$ cat config.mk
export PLATFORM = sky130hd
export DESIGN_NAME = frame_check_rx
export DESIGN_NICKNAME = d
export VERILOG_FILES = /design/src/rtl/frame_check_rx.sv
export SDC_FILE = /design/constraint.sdc
export NUM_CORES = 1
export LEC_CHECK = 0
export BUFFER_PORTS_ARGS = -buffer_cell sky130_fd_sc_hd__clkbuf_2
export CORE_UTILIZATION = 57
export DETAILED_ROUTE_END_ITERATION = 10
export GPL_TIMING_DRIVEN = 0
export PLACE_DENSITY = 0.79
export SETUP_SLACK_MARGIN = 0.4
export SYNTH_ARGS = -nofsm -noshare
export SYNTH_HDL_FRONTEND = slang
export SYNTH_SLANG_ARGS = --single-unit
$ cat constraint.sdc
create_clock -name clk -period 2.5 [get_ports clk]
set_clock_uncertainty 0.2 [all_clocks]
set_input_delay 0.125 -clock clk [delete_from_list [all_inputs] [get_ports clk]]
set_output_delay 0.125 -clock clk [all_outputs]
set_load 0.1 [all_outputs]
$ cat src/rtl/frame_check_rx.sv
// Serial frame receiver: DATA_W payload bits then CRC_W check bits, MSB first,
// CRC-8 (poly 0x07, init 0) over the payload, one-entry output buffer plus stats.
module frame_check_rx #(
  parameter int DATA_W = 14,
  parameter int CRC_W  = 8
) (
  input  logic              clk,
  input  logic              rst_n,
  input  logic              sdi,
  input  logic              sdi_vld,
  input  logic              sof,
  input  logic              clr_stat,
  input  logic              out_rdy,
  output logic              out_vld,
  output logic [DATA_W-1:0] out_data,
  output logic              out_crc_ok,
  output logic [7:0]        frame_cnt,
  output logic [7:0]        err_cnt,
  output logic              ovf,
  output logic              abort
);

  localparam int CNT_W = $clog2(DATA_W > CRC_W ? DATA_W : CRC_W) + 1;
  localparam logic [CRC_W-1:0] POLY = CRC_W'(8'h07);

  typedef enum logic [1:0] {IDLE, DATA, CHK} state_t;

  function automatic logic [CRC_W-1:0] crc_step(input logic [CRC_W-1:0] crc,
                                                input logic bit_in);
    logic fb;
    fb = crc[CRC_W-1] ^ bit_in;
    return {crc[CRC_W-2:0], 1'b0} ^ (fb ? POLY : '0);
  endfunction

  function automatic logic [7:0] sat_inc(input logic [7:0] v);
    return (v == 8'hFF) ? v : v + 8'd1;
  endfunction

  state_t              state_q, state_d;
  logic [CNT_W-1:0]    cnt_q, cnt_d;
  logic [DATA_W-1:0]   payload_q, payload_d;
  logic [CRC_W-1:0]    chk_q, chk_d;
  logic [CRC_W-1:0]    crc_q, crc_d;
  logic                out_vld_q, out_vld_d;
  logic [DATA_W-1:0]   out_data_q, out_data_d;
  logic                out_crc_ok_q, out_crc_ok_d;
  logic [7:0]          frame_cnt_q, frame_cnt_d;
  logic [7:0]          err_cnt_q, err_cnt_d;
  logic                ovf_q, ovf_d;
  logic                abort_q, abort_d;
  logic                done;
  logic                restart;
  logic                pop;
  logic                rx_ok;

  always_comb begin
    state_d   = state_q;
    cnt_d     = cnt_q;
    payload_d = payload_q;
    chk_d     = chk_q;
    crc_d     = crc_q;
    done      = 1'b0;
    restart   = 1'b0;
    if (sdi_vld) begin
      if (sof) begin
        // sof always wins: a frame in progress is thrown away and this bit starts a new one
        restart   = (state_q != IDLE);
        state_d   = DATA;
        cnt_d     = CNT_W'(1);
        payload_d = {{(DATA_W-1){1'b0}}, sdi};
        chk_d     = '0;
        crc_d     = crc_step('0, sdi);
      end else begin
        case (state_q)
          DATA: begin
            payload_d = {payload_q[DATA_W-2:0], sdi};
            crc_d     = crc_step(crc_q, sdi);
            if (cnt_q == CNT_W'(DATA_W-1)) begin
              state_d = CHK;
              cnt_d   = '0;
            end else begin
              cnt_d = cnt_q + CNT_W'(1);
            end
          end
          CHK: begin
            chk_d = {chk_q[CRC_W-2:0], sdi};
            if (cnt_q == CNT_W'(CRC_W-1)) begin
              state_d = IDLE;
              cnt_d   = '0;
              done    = 1'b1;
            end else begin
              cnt_d = cnt_q + CNT_W'(1);
            end
          end
          default: ;
        endcase
      end
    end
  end

  always_comb begin
    pop          = out_vld_q && out_rdy;
    rx_ok        = ({chk_q[CRC_W-2:0], sdi} == crc_q);
    out_vld_d    = out_vld_q && !pop;
    out_data_d   = out_data_q;
    out_crc_ok_d = out_crc_ok_q;
    frame_cnt_d  = frame_cnt_q;
    err_cnt_d    = err_cnt_q;
    ovf_d        = ovf_q;
    abort_d      = abort_q || restart;
    if (done) begin
      if (!out_vld_q || pop) begin
        out_vld_d    = 1'b1;
        out_data_d   = payload_q;
        out_crc_ok_d = rx_ok;
        frame_cnt_d  = frame_cnt_q + 8'd1;
        if (!rx_ok) err_cnt_d = sat_inc(err_cnt_q);
      end else begin
        ovf_d = 1'b1;
      end
    end
    if (clr_stat) begin
      frame_cnt_d = '0;
      err_cnt_d   = '0;
      ovf_d       = 1'b0;
      abort_d     = 1'b0;
    end
  end

  always_ff @(posedge clk) begin
    if (!rst_n) begin
      state_q      <= IDLE;
      cnt_q        <= '0;
      payload_q    <= '0;
      chk_q        <= '0;
      crc_q        <= '0;
      out_vld_q    <= 1'b0;
      out_data_q   <= '0;
      out_crc_ok_q <= 1'b0;
      frame_cnt_q  <= '0;
      err_cnt_q    <= '0;
      ovf_q        <= 1'b0;
      abort_q      <= 1'b0;
    end else begin
      state_q      <= state_d;
      cnt_q        <= cnt_d;
      payload_q    <= payload_d;
      chk_q        <= chk_d;
      crc_q        <= crc_d;
      out_vld_q    <= out_vld_d;
      out_data_q   <= out_data_d;
      out_crc_ok_q <= out_crc_ok_d;
      frame_cnt_q  <= frame_cnt_d;
      err_cnt_q    <= err_cnt_d;
      ovf_q        <= ovf_d;
      abort_q      <= abort_d;
    end
  end

  assign out_vld    = out_vld_q;
  assign out_data   = out_data_q;
  assign out_crc_ok = out_crc_ok_q;
  assign frame_cnt  = frame_cnt_q;
  assign err_cnt    = err_cnt_q;
  assign ovf        = ovf_q;
  assign abort      = abort_q;

endmodule

==> results of run 1 <==
==> logic make-up after synthesis <==
| kind of cell | Yosys count |
|---|---|
| AO/OA/AOI/OAI | 79 |
| XOR/XNOR | 20 |
| adder cells (fa/ha/maj) | 4 |
| buffers and inverters | 28 |
| flip-flops | 70 |
| multiplexers | 2 |
| AND/OR/NAND/NOR | 143 |
==> flip-flops by register name, summed over array words and instances, names as in the netlist <==
name,cells
cnt_q,5
out_data,14
out_crc_ok,1
chk_q,7
abort,1
ovf,1
err_cnt,8
state_q,2
out_vld,1
crc_q,8
frame_cnt,8
payload_q,14
==> power breakdown <==
part / internal (mW) / switching (mW)
logic: 0.0507 / 0.0790
clock network: 0.484 / 0.429
registers: 1.12 / 0.00937
==> stage by stage <==
stage                     cells  hold WS, ps  setup WS [ps]
after floorplan             346        113.1          280.5
after global routing        479        53.15          218.0
final                       479        28.99          312.7
after CTS                   479        17.97          295.5
after global placement      454        224.2          165.0
after detailed placement    454        233.4          164.6
==> worst paths after layout <==
kind,depth (start not counted),to,slack [ps],startpoint
worst max-delay path,7,err_cnt[7],310,cnt_q[0]
worst min-delay path,3,payload_q[0],30,sdi
worst max register to register,7,err_cnt[7],310,cnt_q[0]
worst min register to register,2,abort,260,abort
==> cells in the final DEF, fill, tap and decap left out, types with 12 or more instances in the layout <==
master / count
a21boi_0: 16
a22oi_1: 25
clkbuf_1: 16
clkbuf_2: 42
dfxtp_1: 55
nand2_1: 47
nor2_1: 15
nor2b_1: 34
o21ai_0: 12
xnor2_1: 15
==> area by class of cell <==
class                      count  area (um^2)  area share
multi-input combinational    248         1618      0.4335
sequential                    70         1438      0.3852
timing repair buffer          47        267.8     0.07174
clock buffer                  10        137.6     0.03688
buffer                        23        103.9     0.02782
tap                           70        87.58     0.02347
clock inverter                 6        61.31     0.01643
inverter                       5        18.77    0.005028
==> what timing repair did <==
item	4_1_cts	5_1_grt
pin swaps	3	1
endpoints found under the hold margin	6	0
endpoints found under the setup margin	29	36
hold buffers	4	0
gates resized for setup	6	12
setup buffers	5	0
==> metal layers <==
layer,part of all wire,GRT usage
met5,0,0
met4,0.021,0.1152
met3,0.039,0.04497
met2,0.46,0.4058
met1,0.47,0.3027
==> critical path, cell delays in order, from the launching register on <==
cell      delay, ps
dfxtp_4         360
ha_4            140
and4bb_4        270
nand3_4          90
buf_6           120
or4_1           520
or3_1           310
a21oi_1         120
==> results by group, run 1 <==
Outcome
  – Status: completed

Worst setup path
  – Critical path type: flop to flop
  – Crit. End Element: flop
  – Data required, critical path: 2580 ps
  – Critical path data arrival time: 2260 ps
  – Crit Path Max Fanout: 3
  – Crit path launch type: flop

Synth
  – Post-Syn Instances: 346
  – EDFF count, synth: 0
  – Largest family of logic cells by synthesized area: simple AND/OR/NAND/NOR gates
  – Mux cell area share after synthesis: 0.006488
  – Simple logic cell fraction of the synthesized area: 0.2547
  – Syn avg cell area: 8.918 um^2
  – Post-synthesis cell area: 3085 um^2
  – Number of distinct library cells after synthesis: 43
  – Top FF cell, synth: dfxtp_1
  – XOR/XNOR share of the synthesized area: 0.05677
  – Compound-Gate Fraction of Synth Area: 0.1748
  – Most common cell in the netlist: dfxtp_1
  – Synth top area cells: dfxtp_1, nor2b_1, a22oi_1
  – Number of register bits inferred by synthesis: 70
  – Sequential share of the synthesized area: 0.4542
  – Top post-synthesis cells by count: dfxtp_1, nand2_1, nor2b_1
  – Share of the synthesized area in the top cell type: 0.4542
  – Net Count, Synth: 357
  – Post-synth ARST share: 0
  – Cell accounting for the most synthesized area: dfxtp_1
  – Yosys warnings: 0
  – Adder-cell area share of the yosys netlist: 0.01622

Layout
  – NumNets Final: 415
  – Inserted Diodes: 0
  – Layout fillers: 393
  – Utilization after layout: 0.7216
  – Layout cell share with drive strength beyond 1: 0.2298
  – Area Growth Syn to Fin: 20.97%
  – Design Area, Final: 3732 um^2

Timing
  – Post-route minimum period: 2187 ps
  – Final setup violation count: 0
  – Slew margin rel.: 0.6107
  – Fin crit share: 0.8749
  – Final Slew Violations: 0
  – Hold Fails Final Rpt: 0
  – Tightest Pin Transition: 580.1 ps
  – FMAX: 0.4572 GHz
  – Setup TNS: 0 ps
  – RSZ-0062 raised after global routing: yes

Die
  – Starting Density: 0.5965
  – Die area: 5712 um^2
  – Die width: 75.58 um
  – Core box area: 5172 um^2
  – Site row count: 26
  – Chip height: 75.58 um
  – IO Count: 41

Drt
  – Final WL: 6.585 mm
  – Iteration count of the initial detailed-routing pass: 4
  – Vias: 2665
  – WL per Instance: 13.75 um
  – Vias per inst: 5.564
  – Routed Antenna Nets: 0
  – Starting DRT DRC Count: 188
  – DRC viols: 0

Place
  – DP Area: 3412 um^2
  – IO buf count: 38
  – GP Congestion: 0.7960
  – DP HPWL: 4.501 mm

Clock tree
  – CTS root buffer: clkbuf_8
  – Clk slew on worst S/H paths: 80 ps
  – CTS max path bufs: 2
  – CTS tree: yes
  – TritonCTS sink count: 70
  – Worst-Skew Late Latency: 340 ps
  – CTS buffer count: 9
  – H-tree Lvls: 3

Min path
  – Hold/Removal Path Class: primary input to flop

Flow run
  – Max-Cap Viols: 0

Power
  – Worst VDD drop: 0.0003553 V
  – Power after layout: 2.168 mW
  – Pleak: 1.289 nW
  – PwrDens: 580.8 nW/um^2

Global route
  – Initial antenna violation count: 0
  – First-pass GRT wire length: 10.32 mm
  – Largest net degree at the start of global routing: 13
  – GRT Overall Usage: 0.2425
  – Grt total ovfl: 0
  – Vias in the first global route: 2327
(Power assumes the default switching activity.)
==> inputs of run 2 (changes only) <==
Settings changed: ABC_AREA set to 1.
==> results by group, run 2 <==
Synth
  – Most common cell in the netlist: nand2_1 (was dfxtp_1)
  – EDFF count, synth: 0 (unchanged)
  – Mux cell area share after synthesis: 0 (was 0.006488)
  – Syn avg cell area: 7.358 um^2 (was 8.918 um^2)
  – Number of register bits inferred by synthesis: 70 (unchanged)
  – Yosys warnings: 0 (unchanged)
  – Post-synthesis cell area: 3201 um^2 (was 3085 um^2)
  – XOR/XNOR share of the synthesized area: 0.01642 (was 0.05677)
  – Compound-Gate Fraction of Synth Area: 0.1337 (was 0.1748)
  – Adder-cell area share of the yosys netlist: 0.01564 (was 0.01622)
  – Post-synth ARST share: 0 (unchanged)
  – Net Count, Synth: 446 (was 357)
  – Synth top area cells: dfxtp_1, nand2_1, a21oi_1 (was dfxtp_1, nor2b_1, a22oi_1)
  – Share of the synthesized area in the top cell type: 0.4378 (was 0.4542)
  – Sequential share of the synthesized area: 0.4378 (was 0.4542)
  – Number of distinct library cells after synthesis: 40 (was 43)
  – Simple logic cell fraction of the synthesized area: 0.3084 (was 0.2547)
  – Post-Syn Instances: 435 (was 346)
  – Top post-synthesis cells by count: nand2_1, dfxtp_1, a21oi_1 (was dfxtp_1, nand2_1, nor2b_1)
  – Top FF cell, synth: dfxtp_1 (unchanged)
  – Largest family of logic cells by synthesized area: simple AND/OR/NAND/NOR gates (unchanged)
  – Cell accounting for the most synthesized area: dfxtp_1 (unchanged)

Layout
  – Most common cell after layout, fill and taps aside: nand2_1 (was dfxtp_1)
  – NumNets Final: 503 (was 415)
  – Design Area, Final: 3756 um^2 (was 3732 um^2)
  – Commonest cells after routing, fill and taps aside: nand2_1, dfxtp_1, a21oi_1 (was dfxtp_1, nand2_1, clkbuf_2)
  – Area Growth Syn to Fin: 17.36% (was 20.97%)
  – Inserted Diodes: 0 (unchanged)
  – Utilization after layout: 0.7127 (was 0.7216)
  – Layout fillers: 458 (was 393)
  – Layout cell share with drive strength beyond 1: 0.1855 (was 0.2298)

Power
  – Pleak: 1.497 nW (was 1.289 nW)
  – Internal power: 1.660 mW (was 1.651 mW)
  – Worst VDD drop: 0.0004498 V (was 0.0003553 V)
  – Reg power frac: 0.515 (was 0.519)
  – Combinational share of power: 0.072 (was 0.060)
  – Clock Power Share: 0.413 (was 0.421)
  – Sw Share: 0.2513 (was 0.2386)
  – Psw: 557.3 uW (was 517.2 uW)
  – PwrDens: 590.3 nW/um^2 (was 580.8 nW/um^2)

Worst setup path
  – Crit Path Max Fanout: 10 (was 3)
  – Crit. End Element: flop (unchanged)
  – Crit path launch type: primary input (was flop)
  – Register-to-Register Setup Slack: 590 ps (was 310 ps)
  – Crit path cell chain: dlygate4sd3_1 > clkbuf_2 > inv_2 > nand2_2 > nor2_8 > nand3_4 > inv_6 > buf_6 > nand4_1 > nand2_1 > nor2_1 (was ha_4 > and4bb_4 > nand3_4 > buf_6 > or4_1 > or3_1 > a21oi_1)
  – Data required, critical path: 2510 ps (was 2580 ps)
  – Buf+Inv Stages, Crit Path: 5 (was 1)
  – CP max stage delay: 550 ps (was 520 ps)
  – Crit-path slowest cell: dlygate4sd3_1 (was or4_1)
  – Critical path data arrival time: 2000 ps (was 2260 ps)
  – Critical path type: primary input to flop (was flop to flop)
  – Cell family with most CP delay: buffers and inverters (was simple AND/OR/NAND/NOR gates)

Timing
  – Final Slew Violations: 0 (unchanged)
  – Setup TNS: 0 ps (unchanged)
  – Fin crit share: 0.7927 (was 0.8749)
  – Final setup margin: 518.3 ps (was 312.7 ps)
  – Tightest Pin Transition: 564.7 ps (was 580.1 ps)
  – FMAX: 0.5046 GHz (was 0.4572 GHz)
  – Slew margin rel.: 0.6235 (was 0.6107)
  – Final setup violation count: 0 (unchanged)
  – Post-route minimum period: 1982 ps (was 2187 ps)
  – Hold Fails Final Rpt: 0 (unchanged)
  – RSZ-0062 raised after global routing: no (was yes)
  – Hold slack: 270.9 ps (was 28.99 ps)

Global route
  – First-pass GRT wire length: 12.14 mm (was 10.32 mm)
  – M3 GR Usage: 0.04643 (was 0.04497)
  – Gr busiest metal: met2 (unchanged)
  – Met2 Use GR: 0.4402 (was 0.4058)
  – Initial antenna violation count: 0 (unchanged)
  – Vias in the first global route: 2768 (was 2327)
  – Largest net degree at the start of global routing: 13 (unchanged)
  – Met1 Track Usage GR: 0.3062 (was 0.3027)
  – GRT Overall Usage: 0.2583 (was 0.2425)
  – Grt total ovfl: 0 (unchanged)

Die
  – Die area: 5919 um^2 (was 5712 um^2)
  – Core box area: 5270 um^2 (was 5172 um^2)
  – IO Count: 41 (unchanged)
  – Die width: 76.94 um (was 75.58 um)
  – Starting Density: 0.6073 (was 0.5965)
  – Chip height: 76.94 um (was 75.58 um)
  – Site row count: 26 (unchanged)

Drt
  – Vias: 2940 (was 2665)
  – DRC viols: 0 (unchanged)
  – Routed Antenna Nets: 0 (unchanged)
  – Iteration count of the initial detailed-routing pass: 4 (unchanged)
  – Final WL: 7.021 mm (was 6.585 mm)
  – Starting DRT DRC Count: 118 (was 188)
  – Vias per inst: 5.194 (was 5.564)
  – WL per Instance: 12.40 um (was 13.75 um)

Clock tree
  – CTS tree: yes (unchanged)
  – Clk slew on worst S/H paths: 70 ps (was 80 ps)
  – CTS buffer count: 9 (unchanged)
  – CTS root buffer: clkbuf_8 (unchanged)
  – CTS max path bufs: 2 (unchanged)
  – TritonCTS sink count: 70 (unchanged)
  – Worst-Skew Late Latency: 340 ps (about the same)
  – H-tree Lvls: 3 (unchanged)

Place
  – DP HPWL: 4.917 mm (was 4.501 mm)
  – Setup slack at placement: 607.6 ps (was 164.6 ps)
  – DP Area: 3500 um^2 (was 3412 um^2)
  – GP Congestion: 0.8201 (was 0.7960)
  – IO buf count: 40 (was 38)

Flow run
  – Max-Cap Viols: 0 (unchanged)

Outcome
  – Status: completed (unchanged)

Min path
  – Hold/Removal Path Class: flop to flop (was primary input to flop)
## run 2: path summary, 6_finish.rpt
path	startpoint	endpoint	cells after the start
setup / recovery	sof	err_cnt[6]	11
hold / removal	payload_q[13]	payload_q[13]	2
setup reg to reg	cnt_q[0]	err_cnt[6]	9
hold reg to reg	payload_q[13]	payload_q[13]	2
## run 2: worst register-to-register path: cells and delay by family (launching register included)
kind / cells / cell delay (ps)
buffers and inverters: 2 / 290
adders and majority gates: 1 / 240
and+or+nand+nor: 6 / 670
DFF: 1 / 390
## run 2: layout make-up
type	instances	area [um^2]	area share
clock inverters	5	58.81	0.01566
inverters	45	173.9	0.04630
flip-flops and latches	70	1413	0.3761
multi-input cells	305	1518	0.4041
well taps	70	87.58	0.02332
plain buffers	15	107.6	0.02865
repair buffers	46	260.3	0.06929
clock buffers	10	137.6	0.03664
## run 2: through the flow
stage                     power, mW  instances
after floorplan               1.275        435
after global placement        1.312        545
after detailed placement      1.316        545
after CTS                     2.230        566
after global routing          2.299        566
final                         2.217        566
## run 2: routing by layer
metal  wire (um)  up-vias
met4         163        0
met5           0        -
met1        3233     1332
li1            -     1522
met3         311       14
met2        3312       72
## run 2: cell families (layout without fill, tap and decap cells)
group                      Yosys count  after routing
buffers and inverters               60            121
AOI/OAI and AO/OA                   78             78
DFF                                 70             70
adders and majority gates            4              4
xor gates and xnor gates             6              6
and+or+nand+nor                    217            217
## run 2: power by group through the flow
stage | Clock, mW | Sequential [mW] | Combinational, mW
5_1_grt | 0.976 | 1.14 | 0.179
3_3_place_gp | 0 | 1.17 | 0.146
4_1_cts | 0.931 | 1.14 | 0.158
3_5_place_dp | 0 | 1.17 | 0.149
6_report | 0.916 | 1.14 | 0.160
2_1_floorplan | 0 | 1.17 | 0.108
## run 2: what timing repair did
item	CTS	global route
setup buffers	0	0
gates resized for setup	0	0
hold buffers	6	0
hold endpoints to repair	18	0
